$ cat src/rtl/wrd_pkg.sv
// Shared types for the multi-bank write/read manager: per-bank state,
// write/read FSM states and the drop-counter width.
package wrd_pkg;

    localparam int unsigned DROP_CNT_W = 16;

    typedef enum logic [1:0] {
        FREE    = 2'd0,
        WRITING = 2'd1,
        FULL    = 2'd2,
        READING = 2'd3
    } bank_state_e;

    typedef enum logic {
        WR_IDLE = 1'b0,
        WR_BUSY = 1'b1
    } wr_state_e;

    typedef enum logic {
        RD_IDLE = 1'b0,
        RD_BUSY = 1'b1
    } rd_state_e;

    // A bank holds a complete frame once it is FULL and until its read ends
    function automatic logic is_occupied(input bank_state_e s);
        return (s == FULL) || (s == READING);
    endfunction

endpackage

$ cat src/rtl/mbwm_bank_table.sv
// Per-bank state table. Strobes from the write and read FSMs move
// individual banks between FREE, WRITING, FULL and READING; every bank
// updates independently, so strobes on different banks in one cycle all apply.
module mbwm_bank_table
    import wrd_pkg::*;
#(
    parameter  int unsigned NUM_BANKS = 4,
    localparam int unsigned BANK_W    = $clog2(NUM_BANKS)
) (
    input  logic                 clk,
    input  logic                 rst,
    input  logic                 i_set_wr,
    input  logic [BANK_W-1:0]    i_wr_idx,
    input  logic                 i_set_full,
    input  logic [BANK_W-1:0]    i_full_idx,
    input  logic                 i_set_rd,
    input  logic [BANK_W-1:0]    i_rd_idx,
    input  logic                 i_set_free,
    input  logic [BANK_W-1:0]    i_free_idx,
    output logic [NUM_BANKS-1:0] o_free_c,
    output logic [NUM_BANKS-1:0] o_full_c,
    output logic [NUM_BANKS-1:0] o_bank_full
);

    bank_state_e r_state [NUM_BANKS];
    bank_state_e w_next  [NUM_BANKS];

    // Next state of each bank from the strobes addressed to it
    always_comb begin
        for (int b = 0; b < NUM_BANKS; b++) begin
            w_next[b] = r_state[b];
            if (i_set_free && (i_free_idx == BANK_W'(b))) w_next[b] = FREE;
            if (i_set_full && (i_full_idx == BANK_W'(b))) w_next[b] = FULL;
            if (i_set_rd   && (i_rd_idx   == BANK_W'(b))) w_next[b] = READING;
            if (i_set_wr   && (i_wr_idx   == BANK_W'(b))) w_next[b] = WRITING;
        end
    end

    // State registers plus the registered occupancy vector
    always_ff @(posedge clk or posedge rst) begin
        if (rst) begin
            for (int b = 0; b < NUM_BANKS; b++) begin
                r_state[b] <= FREE;
            end
            o_bank_full <= '0;
        end else begin
            for (int b = 0; b < NUM_BANKS; b++) begin
                r_state[b]     <= w_next[b];
                o_bank_full[b] <= is_occupied(w_next[b]);
            end
        end
    end

    // FREE / FULL decode of the registered states for the FSM decisions
    always_comb begin
        o_free_c = '0;
        o_full_c = '0;
        for (int b = 0; b < NUM_BANKS; b++) begin
            o_free_c[b] = (r_state[b] == FREE);
            o_full_c[b] = (r_state[b] == FULL);
        end
    end

endmodule

$ cat src/rtl/multibank_wrd_manage.sv
// N-bank round-robin write/read manager for the transpose datapath.
// Frames are written into banks in order and read back in the same order;
// a frame start (or chained write) with no free bank is dropped and flagged.
// Optional: define MBWM_DROP_CNT_EN to add a saturating 16-bit drop_cnt port.
module multibank_wrd_manage
    import wrd_pkg::*;
#(
    parameter  int unsigned NUM_BANKS = 4,
    localparam int unsigned BANK_W    = $clog2(NUM_BANKS)
) (
    input  logic                  clk,
    input  logic                  rst,
    input  logic                  frame_start,
    input  logic                  data_in_valid,
    input  logic                  wr_finish,
    input  logic                  rd_finish,
    output logic                  wr_command,
    output logic [BANK_W-1:0]     wr_bank,
    output logic                  wr_active,
    output logic                  rd_command,
    output logic [BANK_W-1:0]     rd_bank,
    output logic                  rd_active,
    output logic [NUM_BANKS-1:0]  bank_full,
`ifdef MBWM_DROP_CNT_EN
    output logic [DROP_CNT_W-1:0] drop_cnt,
`endif
    output logic                  frame_drop
);

    if (NUM_BANKS < 2) begin : g_bad_num_banks
        $error("multibank_wrd_manage: NUM_BANKS must be at least 2");
    end

    // Round-robin pointer advance, wrapping from NUM_BANKS-1 to 0
    function automatic logic [BANK_W-1:0] ptr_inc(input logic [BANK_W-1:0] p);
        return (p == BANK_W'(NUM_BANKS - 1)) ? '0 : p + BANK_W'(1);
    endfunction

    wr_state_e           r_wr_state;
    rd_state_e           r_rd_state;
    logic [BANK_W-1:0]   r_wr_ptr;
    logic [BANK_W-1:0]   r_rd_ptr;
    logic                r_wr_command;
    logic [BANK_W-1:0]   r_wr_bank;
    logic                r_wr_active;
    logic                r_rd_command;
    logic [BANK_W-1:0]   r_rd_bank;
    logic                r_rd_active;
    logic                r_frame_drop;

    logic [NUM_BANKS-1:0] w_free;
    logic [NUM_BANKS-1:0] w_full;
    logic [BANK_W-1:0]    w_wr_next;
    logic                 w_start_ok;
    logic                 w_start_drop;
    logic                 w_wr_done;
    logic                 w_chain_ok;
    logic                 w_chain_drop;
    logic                 w_set_wr;
    logic [BANK_W-1:0]    w_wr_idx;
    logic                 w_rd_go;
    logic                 w_rd_done;
    logic                 w_drop;

    // Grant/drop decisions, all taken from the registered bank states
    always_comb begin
        w_wr_next    = ptr_inc(r_wr_ptr);
        w_start_ok   = 1'b0;
        w_start_drop = 1'b0;
        w_chain_ok   = 1'b0;
        w_chain_drop = 1'b0;
        w_wr_done    = (r_wr_state == WR_BUSY) && wr_finish;
        if ((r_wr_state == WR_IDLE) && frame_start) begin
            if (w_free[r_wr_ptr]) w_start_ok   = 1'b1;
            else                  w_start_drop = 1'b1;
        end
        if (w_wr_done && data_in_valid) begin
            if (w_free[w_wr_next]) w_chain_ok   = 1'b1;
            else                   w_chain_drop = 1'b1;
        end
        w_set_wr  = w_start_ok || w_chain_ok;
        w_wr_idx  = w_chain_ok ? w_wr_next : r_wr_ptr;
        w_rd_go   = (r_rd_state == RD_IDLE) && w_full[r_rd_ptr];
        w_rd_done = (r_rd_state == RD_BUSY) && rd_finish;
        w_drop    = w_start_drop || w_chain_drop;
    end

    mbwm_bank_table #(
        .NUM_BANKS (NUM_BANKS)
    ) u_bank_table (
        .clk         (clk),
        .rst         (rst),
        .i_set_wr    (w_set_wr),
        .i_wr_idx    (w_wr_idx),
        .i_set_full  (w_wr_done),
        .i_full_idx  (r_wr_ptr),
        .i_set_rd    (w_rd_go),
        .i_rd_idx    (r_rd_ptr),
        .i_set_free  (w_rd_done),
        .i_free_idx  (r_rd_ptr),
        .o_free_c    (w_free),
        .o_full_c    (w_full),
        .o_bank_full (bank_full)
    );

    // Write FSM: frame acceptance, chaining and drop reporting
    always_ff @(posedge clk or posedge rst) begin
        if (rst) begin
            r_wr_state   <= WR_IDLE;
            r_wr_ptr     <= '0;
            r_wr_command <= 1'b0;
            r_wr_bank    <= '0;
            r_wr_active  <= 1'b0;
            r_frame_drop <= 1'b0;
        end else begin
            r_wr_command <= w_set_wr;
            r_frame_drop <= w_drop;
            case (r_wr_state)
                WR_IDLE: begin
                    if (w_start_ok) begin
                        r_wr_state  <= WR_BUSY;
                        r_wr_bank   <= r_wr_ptr;
                        r_wr_active <= 1'b1;
                    end
                end
                WR_BUSY: begin
                    if (w_wr_done) begin
                        r_wr_ptr <= w_wr_next;
                        if (w_chain_ok) begin
                            r_wr_bank <= w_wr_next;
                        end else begin
                            r_wr_state  <= WR_IDLE;
                            r_wr_active <= 1'b0;
                        end
                    end
                end
                default: begin
                    r_wr_state  <= WR_IDLE;
                    r_wr_active <= 1'b0;
                end
            endcase
        end
    end

    // Read FSM: start reading the oldest full bank, release it on rd_finish
    always_ff @(posedge clk or posedge rst) begin
        if (rst) begin
            r_rd_state   <= RD_IDLE;
            r_rd_ptr     <= '0;
            r_rd_command <= 1'b0;
            r_rd_bank    <= '0;
            r_rd_active  <= 1'b0;
        end else begin
            r_rd_command <= w_rd_go;
            case (r_rd_state)
                RD_IDLE: begin
                    if (w_rd_go) begin
                        r_rd_state  <= RD_BUSY;
                        r_rd_bank   <= r_rd_ptr;
                        r_rd_active <= 1'b1;
                    end
                end
                RD_BUSY: begin
                    if (w_rd_done) begin
                        r_rd_state  <= RD_IDLE;
                        r_rd_ptr    <= ptr_inc(r_rd_ptr);
                        r_rd_active <= 1'b0;
                    end
                end
                default: begin
                    r_rd_state  <= RD_IDLE;
                    r_rd_active <= 1'b0;
                end
            endcase
        end
    end

    assign wr_command = r_wr_command;
    assign wr_bank    = r_wr_bank;
    assign wr_active  = r_wr_active;
    assign rd_command = r_rd_command;
    assign rd_bank    = r_rd_bank;
    assign rd_active  = r_rd_active;
    assign frame_drop = r_frame_drop;

`ifdef MBWM_DROP_CNT_EN
    logic [DROP_CNT_W-1:0] r_drop_cnt;

    // Saturating count of dropped frames, moving with the frame_drop pulse
    always_ff @(posedge clk or posedge rst) begin
        if (rst) begin
            r_drop_cnt <= '0;
        end else if (w_drop && (r_drop_cnt != {DROP_CNT_W{1'b1}})) begin
            r_drop_cnt <= r_drop_cnt + DROP_CNT_W'(1);
        end
    end

    assign drop_cnt = r_drop_cnt;
`endif

endmodule

$ cat config.mk
export PLATFORM = sky130hd
export DESIGN_NAME = multibank_wrd_manage
export DESIGN_NICKNAME = d
export VERILOG_FILES = /design/src/rtl/wrd_pkg.sv /design/src/rtl/mbwm_bank_table.sv /design/src/rtl/multibank_wrd_manage.sv
export SDC_FILE = /design/constraint.sdc
export NUM_CORES = 1
export LEC_CHECK = 0
export CELL_PAD_IN_SITES_DETAIL_PLACEMENT = 0
export CELL_PAD_IN_SITES_GLOBAL_PLACEMENT = 1
export CORE_ASPECT_RATIO = 1.2
export CORE_MARGIN = 4
export CORE_UTILIZATION = 46
export DETAILED_ROUTE_END_ITERATION = 10
export PLACE_DENSITY = 0.93
export REMOVE_ABC_BUFFERS = 1
export SYNTH_ARGS = -nofsm -noshare
export SYNTH_HDL_FRONTEND = slang
export SYNTH_SLANG_ARGS = --single-unit
$ cat constraint.sdc
create_clock -name clk -period 6.2 [get_ports clk]
set_input_delay 1.24 -clock clk [delete_from_list [all_inputs] [get_ports clk]]
set_output_delay 1.24 -clock clk [all_outputs]
set_load 0.005 [all_outputs]
* After elaboration in Yosys (flattened, before gate mapping)
Cells that the tools add are included.
Storage, ports and cells: bits of input ports 6, memories kept 0, bits in latches 0, flip-flop bits (word level) 27, bits in read-only memories 0, bits in writable memories 0, output and inout bits 13, logic and storage cells 141
Cells by class: equal/unequal tests 27, magnitude comparators 3, $mul 0, div/mod/pow operators 0, $add $sub $neg 2, mux-type cells 51, reduce and logical (&&, ||, !) cells 40, bitwise logic cells 2, shift operators 0
Operator list (count):
- $mux W2 | 22
- $eq A2 B2 Y1 const B | 18
- $logic_and A1 B1 Y1 | 21
- $mux W1 | 21
- $logic_not A2 Y1 | 7
- $lt A2 B3 Y1 const B | 3
- $ne A2 B1 Y1 const B | 4
- $pmux W1 S2 | 4
- $reduce_and A2 Y1 | 4
- $bmux W1 S2 | 3
- $eq A2 B1 Y1 const B | 3
- $logic_or A1 B1 Y1 | 6
- $reduce_and A3 Y1 | 2
- $add A2 B1 Y2 const B | 2
- $ne A2 B2 Y1 const B | 2
- $pmux W2 S2 | 1
- $not A1 Y1 | 2

* Longest topological paths before layout
Gate-level depths: netlist of the first run.
word-level depth 12, gate-level depth with buffers 7, gate-level depth less buffers 6

* Cells and area by module
A second synthesis of the first run with hierarchy kept.
Second synthesis, totals: cell total of the unflattened synthesis 123, area, all modules 1376.3 sq um
By module, submodules not included:
- multibank_wrd_manage | area an instance 785.8 sq um, seq. area each 375.4 sq um, instances 1, cells each 64
- mbwm_bank_table | area an instance 590.6 sq um, seq. area each 300.3 sq um, instances 1, cells each 59

* Worst setup path before layout of the first run
No wires, ideal clock.
kind input-to-reg, start point input port wr_finish, end point register r_wr_bank[1], in the netlist wr_bank[1], arrival time 2505 ps, setup time 127 ps, path buffers 2, required time 6073 ps, cell stages on the path 5, setup slack 3568 ps, cell sequence clkbuf_1 -> and4_2 -> clkbuf_1 -> a222oi_1 -> mux2_1
Between the ends: word-level cells in the longest chain between the ends 5, elaborated cells on any way between the ends 6, classes of those cells eq/ne: 2; mux: 1; reduce/logical: 3
Ends and longest elaborated chain:
- from (decl) | line multibank_wrd_manage.sv:15 | input logic wr_finish,
- $logic_and A1 B1 Y1 (*) | line multibank_wrd_manage.sv:72 | w_wr_done = (r_wr_state == WR_BUSY) && wr_finish;
- $logic_and A1 B1 Y1 | line multibank_wrd_manage.sv:77 | if (w_wr_done && data_in_valid) begin
- $mux W1 | line multibank_wrd_manage.sv:77
- $ne A2 B1 Y1 (no source line)
- $reduce_and A3 Y1 (no source line) (*)
- to (signal assigned) | line multibank_wrd_manage.sv:122 | r_wr_bank <= r_wr_ptr;
- to (signal assigned) | line multibank_wrd_manage.sv:130 | r_wr_bank <= w_wr_next;
- to (decl) | line multibank_wrd_manage.sv:44 | logic [BANK_W-1:0] r_wr_bank;
Mark *: on every way between the ends. The rest lies on a longest branch, timed or not. A chain may end at the register's enable or synchronous reset.

* Worst setup path after layout of the first run
Same ends and word-level chain as after synthesis.

==> summary.md, run 1 <==
| Metric | Value |
|---|---|
| Status | finished clean |
| YS warnings | 0 |
| Final worst path period share | 43.3% |
| Final count of hold timing violations | 0 |
| Synth async-reset ratio | 100% |
| Site Rows | 22 |
| Die X | 59.7 µm |
| CTS Buf Count | 3 |
| Post-CTS setup buffer count | 0 |
| WL final | 3.04 mm |
| Sequential area share after synthesis | 45.7% |
| Final Skew | 0.0142 ns |
| Worst-Skew Late Latency | 0.33 ns |
| Max VDD drop | 275 µV |
| Gpl congestion | 0.952 |
| Total GRT Usage | 16.0% |
| WL per Instance | 15.4 µm |
| Longest Clk Path Bufs | 2 |
| CP arrival | 2.90 ns |
| Via density | 6.01 |
| Max-slew violation count | 0 |
| Critical Path RT | 6.42 ns |
| IO Count | 19 |
| Largest net degree at the start of global routing | 28 |
| Router iterations before antenna repair | 4 |
| CP Launch Type | primary input |
| Sw Ratio | 40.6% |
| Int Power | 0.524 mW |
| Setup CP Type | primary input to register |
| Avg Cell Area, Syn | 10.3 µm² |
| Fill count | 275 |
| Critical path cell sequence | clkdlybuf4s50_1 > and4b_1 > a222oi_1 > mux2_1 |
| Library cells used by synthesis | 37 |
| Post-Synthesis Cells | 143 |
| First DRT Iteration DRCs | 56 |
| Dpl ws | 3.16 ns |
| Initial antenna violation count | 0 |
| CTS clk-pin slew, worst paths | 0.14 ns |
| Fraction of layout cells with a size suffix above 1 | 10.6% |
| Sw power | 0.358 mW |
| Tmin final | 2.68 ns |
| Initial core utilization | 47.9% |
| Core area | 0.00308 mm² |
| Post-CTS sizing | 0 |
| H-tree levels | 1 |
| Worst hold path class | register to register |
| Drt drc | 0 |
| Least-Margin Pin Slew | 1.02 ns |
| Combinational share of power | 51.4% |
| Hold_buf cts | 0 |
| Gr ovfl total | 0 |
| Seq pwr share | 39.8% |
| CTS Root Cell | clkbuf_4 |
| Clk network pwr share | 8.7% |
| Rel. slew slack | 31.7% |
| HPWL Detailed | 2.25 mm |
| Nets | 176 |
| Total number of vias | 1183 |
| Power Dens Cells | 516 mW/mm² |
| GR met3 Demand/Resource | 1.85% |
| CTS tree | yes |
| Total power | 0.882 mW |
| First-pass GRT wire length | 5.30 mm |
| Setup TNS | 0 ns |
| Worst stage delay on the critical path | 0.53 ns |
| Setup WS post-layout | 3.52 ns |
| Crit. End Element | register |
| Slowest stage cell, crit path | clkdlybuf4s50_1 |
| DRT antenna net count | 0 |
| Met1 Use GR | 22.1% |
| Max Cap Viol | 0 |
| Area of the mapped netlist | 0.00148 mm² |
| Met2 usage | 23.6% |
| Final Setup Violations | 0 |
| CP max FO | 9 |
| Seq cells post-synth | 27 |
| Diode count | 0 |
| Number of global-route vias before repair | 1188 |
| Final hold slack | 0.513 ns |
| Post-synth top flop | dfrtp_1 |
| Die Height | 70.1 µm |
| PortBufs | 18 |
| GRT Max-Usage Layer | met2 |
| Layout Area Growth over Synthesis | 15.6% |
| Unrepaired setup endpoints after global routing | false |
| P_leak | 0.768 nW |
| Maximum clock rate | 373 MHz |
| Sink Count | 27 |
| DIE AREA | 0.00419 mm² |
| Number of enable flip-flop cells after synthesis | 0 |
final cells by class:
| cell class | count | area [µm²] | share of cell area, % |
|---|---|---|---|
| Multi-Input combinational cell | 99 | 731 | 42.8 |
| Timing Repair Buffer | 18 | 180 | 10.5 |
| Tap cell | 36 | 45.0 | 2.64 |
| Inverter | 13 | 48.8 | 2.86 |
| Clock inverter | 1 | 5.00 | 0.293 |
| Sequential cell | 27 | 676 | 39.6 |
| Clock buffer | 3 | 22.5 | 1.32 |
kinds of logic after synthesis:
group | share of synthesized area (%)
mux | 6.86
fa+ha+maj | 6.77
flops | 45.7
compound gates | 19.8
buf+inv | 4.83
simple gates | 16.0
through the flow:
step | cells | util [%] | cell area [µm²]
floorplan | 139 | - | 1460
global placement | 193 | 54.5 | 1680
detailed placement | 193 | 54.5 | 1680
CTS | 197 | 55.4 | 1710
global route | 197 | 55.4 | 1710
finish | 197 | 55.4 | 1710
registers in the layout, summed over array words and instances, names as in the netlist:
name,count
frame_drop,1
r_rd_ptr,2
r_rd_state,1
r_wr_ptr,2
r_wr_state,1
rd_active,1
rd_bank,2
rd_command,1
u_bank_table.o_bank_full,4
u_bank_table.r_state,8
wr_active,1
wr_bank,2
wr_command,1
power groups by stage:
stage	clock, mW	combinational [mW]	sequential (mW)
floorplan	0	0.298	0.340
global placement	0	0.442	0.350
detailed placement	0	0.452	0.353
CTS	0.0800	0.455	0.350
global route	0.0843	0.511	0.367
finish	0.0771	0.453	0.351
worst max-delay path, delay by kind of cell:
kind                   cells  cell delay (ns)
buffers and inverters      1             0.53
AO/OA/AOI/OAI              1             0.42
multiplexers               1             0.36
AND/OR/NAND/NOR            1             0.35
routing by layer:
layer / share of wire [%] / wire (µm) / vias to the layer above
met5: 0 / 0 / -
met4: 3.2 / 97 / 0
met3: 5.2 / 157 / 8
met2: 48 / 1450 / 44
met1: 44 / 1330 / 565
li1: - / - / 566
cells in the final DEF (no fill, tap or decap), types with 4 or more instances in the layout:
master / count
nand2_1: 10
nor2_1: 6
nand3_1: 13
a31oi_1: 7
inv_1: 13
and3_1: 4
a2bb2oi_1: 4
clkdlybuf4s50_1: 18
o21ai_0: 7
mux2_2: 6
dfrtp_1: 27
ha_1: 8
worst paths after layout:
kind | cells after the start | start | slack [ns] | end
min in group asynchronous | 2 | rst | 1.44 | r_rd_ptr[0]$_DFFE_PP0P_
hold / removal | 1 | wr_bank[1]$_DFFE_PP0P_ | 0.51 | wr_bank[1]$_DFFE_PP0P_
max in group asynchronous | 2 | rst | 4.14 | r_wr_ptr[1]$_DFFE_PP0P_
hold reg to reg | 1 | wr_bank[1]$_DFFE_PP0P_ | 0.51 | wr_bank[1]$_DFFE_PP0P_
setup / recovery | 4 | wr_finish | 3.52 | wr_bank[1]$_DFFE_PP0P_
setup reg to reg | 5 | r_wr_ptr[1]$_DFFE_PP0P_ | 3.89 | wr_bank[1]$_DFFE_PP0P_
cell usage after synthesis, drive strengths merged (3+ instances only):
library cell / count / share of area (%)
dfrtp: 27 / 46
inv: 13 / 3.3
nand3: 13 / 4.4
nand2: 10 / 2.5
a31oi: 8 / 4.4
ha: 8 / 6.8
mux2: 7 / 5.3
o21ai: 7 / 2.4
nor2: 6 / 1.5
a2bb2oi: 4 / 2.4
and3: 4 / 1.7
a21oi: 3 / 1.0
clkbuf: 3 / 0.76
nor3: 3 / 1.0
No activity file was read; power rests on OpenSTA's default activity.
==> run 2: changes to the inputs <==
--- a/config.mk
+++ b/config.mk
@@ -9,9 +9,9 @@
 export CELL_PAD_IN_SITES_GLOBAL_PLACEMENT = 1
 export CORE_ASPECT_RATIO = 1.2
 export CORE_MARGIN = 4
-export CORE_UTILIZATION = 46
+export CORE_UTILIZATION = 42
 export DETAILED_ROUTE_END_ITERATION = 10
-export PLACE_DENSITY = 0.93
+export PLACE_DENSITY = 0.87
 export REMOVE_ABC_BUFFERS = 1
 export SYNTH_ARGS = -nofsm -noshare
 export SYNTH_HDL_FRONTEND = slang
==> constraint.sdc (replaced) <==
create_clock -name clk -period 2.7 [get_ports clk]
set_input_delay 0.54 -clock clk [delete_from_list [all_inputs] [get_ports clk]]
set_output_delay 0.54 -clock clk [all_outputs]
set_load 0.005 [all_outputs]
==> run 2 against run 1 <==
Net effect: total power increased by 140%; hold slack got worse by 0.027 ns; clock power rose to 3.0 times the previous value; critical path depth up 1; sequential cell count unchanged; cell area increased by 2.0%; global-route usage about the same; combinational power is 140% higher; sequential share of layout area fell by 0.77 points; routed wire length grew 8.6%; largest power group unchanged.
==> summary.md, run 2 (synthesis gave the netlist of run 1 again) <==
| Metric | Value |
|---|---|
| Longest Clk Path Bufs | 2 (unchanged) |
| Post-CTS setup buffer count | 0 (unchanged) |
| Most common cell after layout, fill and taps aside | dfrtp_1 |
| Critical Path RT | 2.86 ns (-3.56 ns) |
| CP arrival | 2.49 ns (-0.41 ns) |
| Max VDD drop | 646 µV (+140%) |
| Crit. End Element | register |
| Critical path cell sequence | inv_1 > ha_1 > and4_2 > a222oi_1 > mux2_1 |
| Total GRT Usage | 16.0% (+0.039 points) |
| Unrepaired setup endpoints after global routing | false |
| Initial core utilization | 43.9% (-4.0 points) |
| Util after Layout | 51.7% (-3.7 points) |
| HPWL Detailed | 2.47 mm (+9.8%) |
| Total number of vias | 1197 (+1.2%) |
| Setup CP Type | register to register |
| Final count of hold timing violations | 0 (unchanged) |
| CTS Buf Count | 3 (unchanged) |
| IO Count | 19 (unchanged) |
| CTS tree | yes |
| Die X | 62.1 µm (+4.0%) |
| Setup TNS | 0 ns (unchanged) |
| First DRT Iteration DRCs | 85 (+52%) |
| Layout Area Growth over Synthesis | 17.9% |
| Router iterations before antenna repair | 4 (unchanged) |
| Status | finished clean |
| Die Height | 73.0 µm (+4.1%) |
| H-tree levels | 1 (unchanged) |
| Post-CTS sizing | 0 (unchanged) |
| DRT antenna net count | 0 (unchanged) |
| Power Dens Cells | 1220 mW/mm² (+140%) |
| Largest net degree at the start of global routing | 28 (unchanged) |
| Initial antenna violation count | 0 (unchanged) |
| Via density | 5.99 (-0.33%) |
| Final Setup Violations | 0 (unchanged) |
| Nets | 178 (+1.1%) |
| Hold_buf cts | 0 (unchanged) |
| CTS clk-pin slew, worst paths | 0.09 ns (-0.05 ns) |
| P_leak | 0.782 nW (+1.9%) |
| Most frequent cells in the layout | 27 x dfrtp_1, 18 x clkdlybuf4s50_1, 13 x inv_1, 13 x nand3_1, 10 x nand2_1 |
| Drt drc | 0 (unchanged) |
| WL final | 3.30 mm (+8.6%) |
| Fraction of layout cells with a size suffix above 1 | 11.0% (+0.48 points) |
| CTS Root Cell | clkbuf_8 |
| Tmin final | 2.33 ns |
| Most flop-heavy register | u_bank_table.r_state |
| Core area | 0.00337 mm² (+9.2%) |
| Number of global-route vias before repair | 1227 (+3.3%) |
| Final Skew | 0.00551 ns (-0.00871 ns) |
| First-pass GRT wire length | 5.87 mm (+11%) |
| CP Launch Type | register |
| Maximum clock rate | 429 MHz |
| Slowest stage cell, crit path | dfrtp_1 |
| Worst-Skew Late Latency | 0.27 ns (-0.06 ns) |
| Gpl congestion | 0.854 (-10%) |
| Max Cap Viol | 0 (unchanged) |
| Number of flip-flops in the largest register | 8 (unchanged) |
| Total power | 2.12 mW (+140%) |
| Site Rows | 23 (+4.5%) |
| Least-Margin Pin Slew | 0.480 ns (-0.543 ns) |
| Worst hold path class | register to register |
| Diode count | 0 (unchanged) |
| Max-slew violation count | 0 (unchanged) |
| Crit path buffers/inverters | 1 (unchanged) |
| Dpl ws | 0.313 ns (-2.85 ns) |
| CP max FO | 9 (unchanged) |
| Sink Count | 27 (unchanged) |
| Final hold slack | 0.487 ns (-0.0267 ns) |
| Rel. slew slack | 68.0% (+36 points) |
| WL per Instance | 16.5 µm (+7.0%) |
| CP top delay family | flip-flops |
| PortBufs | 18 (unchanged) |
| Largest regs | u_bank_table.r_state x8, u_bank_table.o_bank_full x4 |
| Gr ovfl total | 0 (unchanged) |
| DIE AREA | 0.00454 mm² (+8.3%) |
| Setup WS post-layout | 0.371 ns (-3.15 ns) |
| Worst stage delay on the critical path | 0.52 ns (about the same) |
| Final worst path period share | 86.3% |
run 2: cell count changes in the layout (fill, tap and decap cells not counted), sizes merged:
| cell | previous run | this run |
|---|---|---|
| clkbuf | 3 | 4 |
| buf | 0 | 2 |
| clkinv | 1 | 0 |
run 2: per-layer routing:
| metal | up-vias | wire length, µm | track usage (%) |
|---|---|---|---|
| li1 | 571 | - | - |
| met1 | 565 | 1420 | 20.2 |
| met2 | 54 | 1600 | 26.7 |
| met3 | 7 | 214 | 3.70 |
| met4 | 0 | 63 | 6.27 |
| met5 | - | 0 | 0 |
run 2: area by class of cell:
class / count / area, µm²
Multi-Input combinational cell: 99 / 731
Inverter: 13 / 48.8
Clock buffer: 4 / 45.0
Tap cell: 37 / 46.3
Fill cell: 322 / 1630
Timing Repair Buffer: 20 / 195
Sequential cell: 27 / 676
run 2: final timing paths:
| kind | from | endpoint | slack (ns) | depth (start not counted) |
|---|---|---|---|---|
| setup reg to reg | r_wr_ptr[0]$_DFFE_PP0P_ | wr_bank[1]$_DFFE_PP0P_ | 0.37 | 5 |
| hold / removal | rd_active$_DFFE_PP0P_ | rd_active$_DFFE_PP0P_ | 0.49 | 2 |
| setup / recovery | r_wr_ptr[0]$_DFFE_PP0P_ | wr_bank[1]$_DFFE_PP0P_ | 0.37 | 5 |
| max in group asynchronous | rst | r_wr_ptr[0]$_DFFE_PP0P_ | 1.82 | 3 |
| hold reg to reg | rd_active$_DFFE_PP0P_ | rd_active$_DFFE_PP0P_ | 0.49 | 2 |
| min in group asynchronous | rst | u_bank_table.r_state[5]$_DFF_PP0_ | 0.62 | 3 |
run 2: per-stage QoR:
| stage | cell area (µm²) | instances |
|---|---|---|
| global placement | 1700 | 196 |
| global route | 1740 | 200 |
| finish | 1740 | 200 |
| detailed placement | 1700 | 196 |
| floorplan | 1460 | 139 |
| CTS | 1740 | 200 |
run 2: where the power goes:
part / internal [mW] / switching (mW)
Combinational: 0.558 / 0.518
Clock: 0.106 / 0.124
Sequential: 0.607 / 0.204
run 2: worst register-to-register path, stage by stage (launching register included):
cell and delay [ns]:
dfrtp_1 0.52, inv_1 0.15, ha_1 0.39, and4_2 0.32
a222oi_1 0.48, mux2_1 0.37
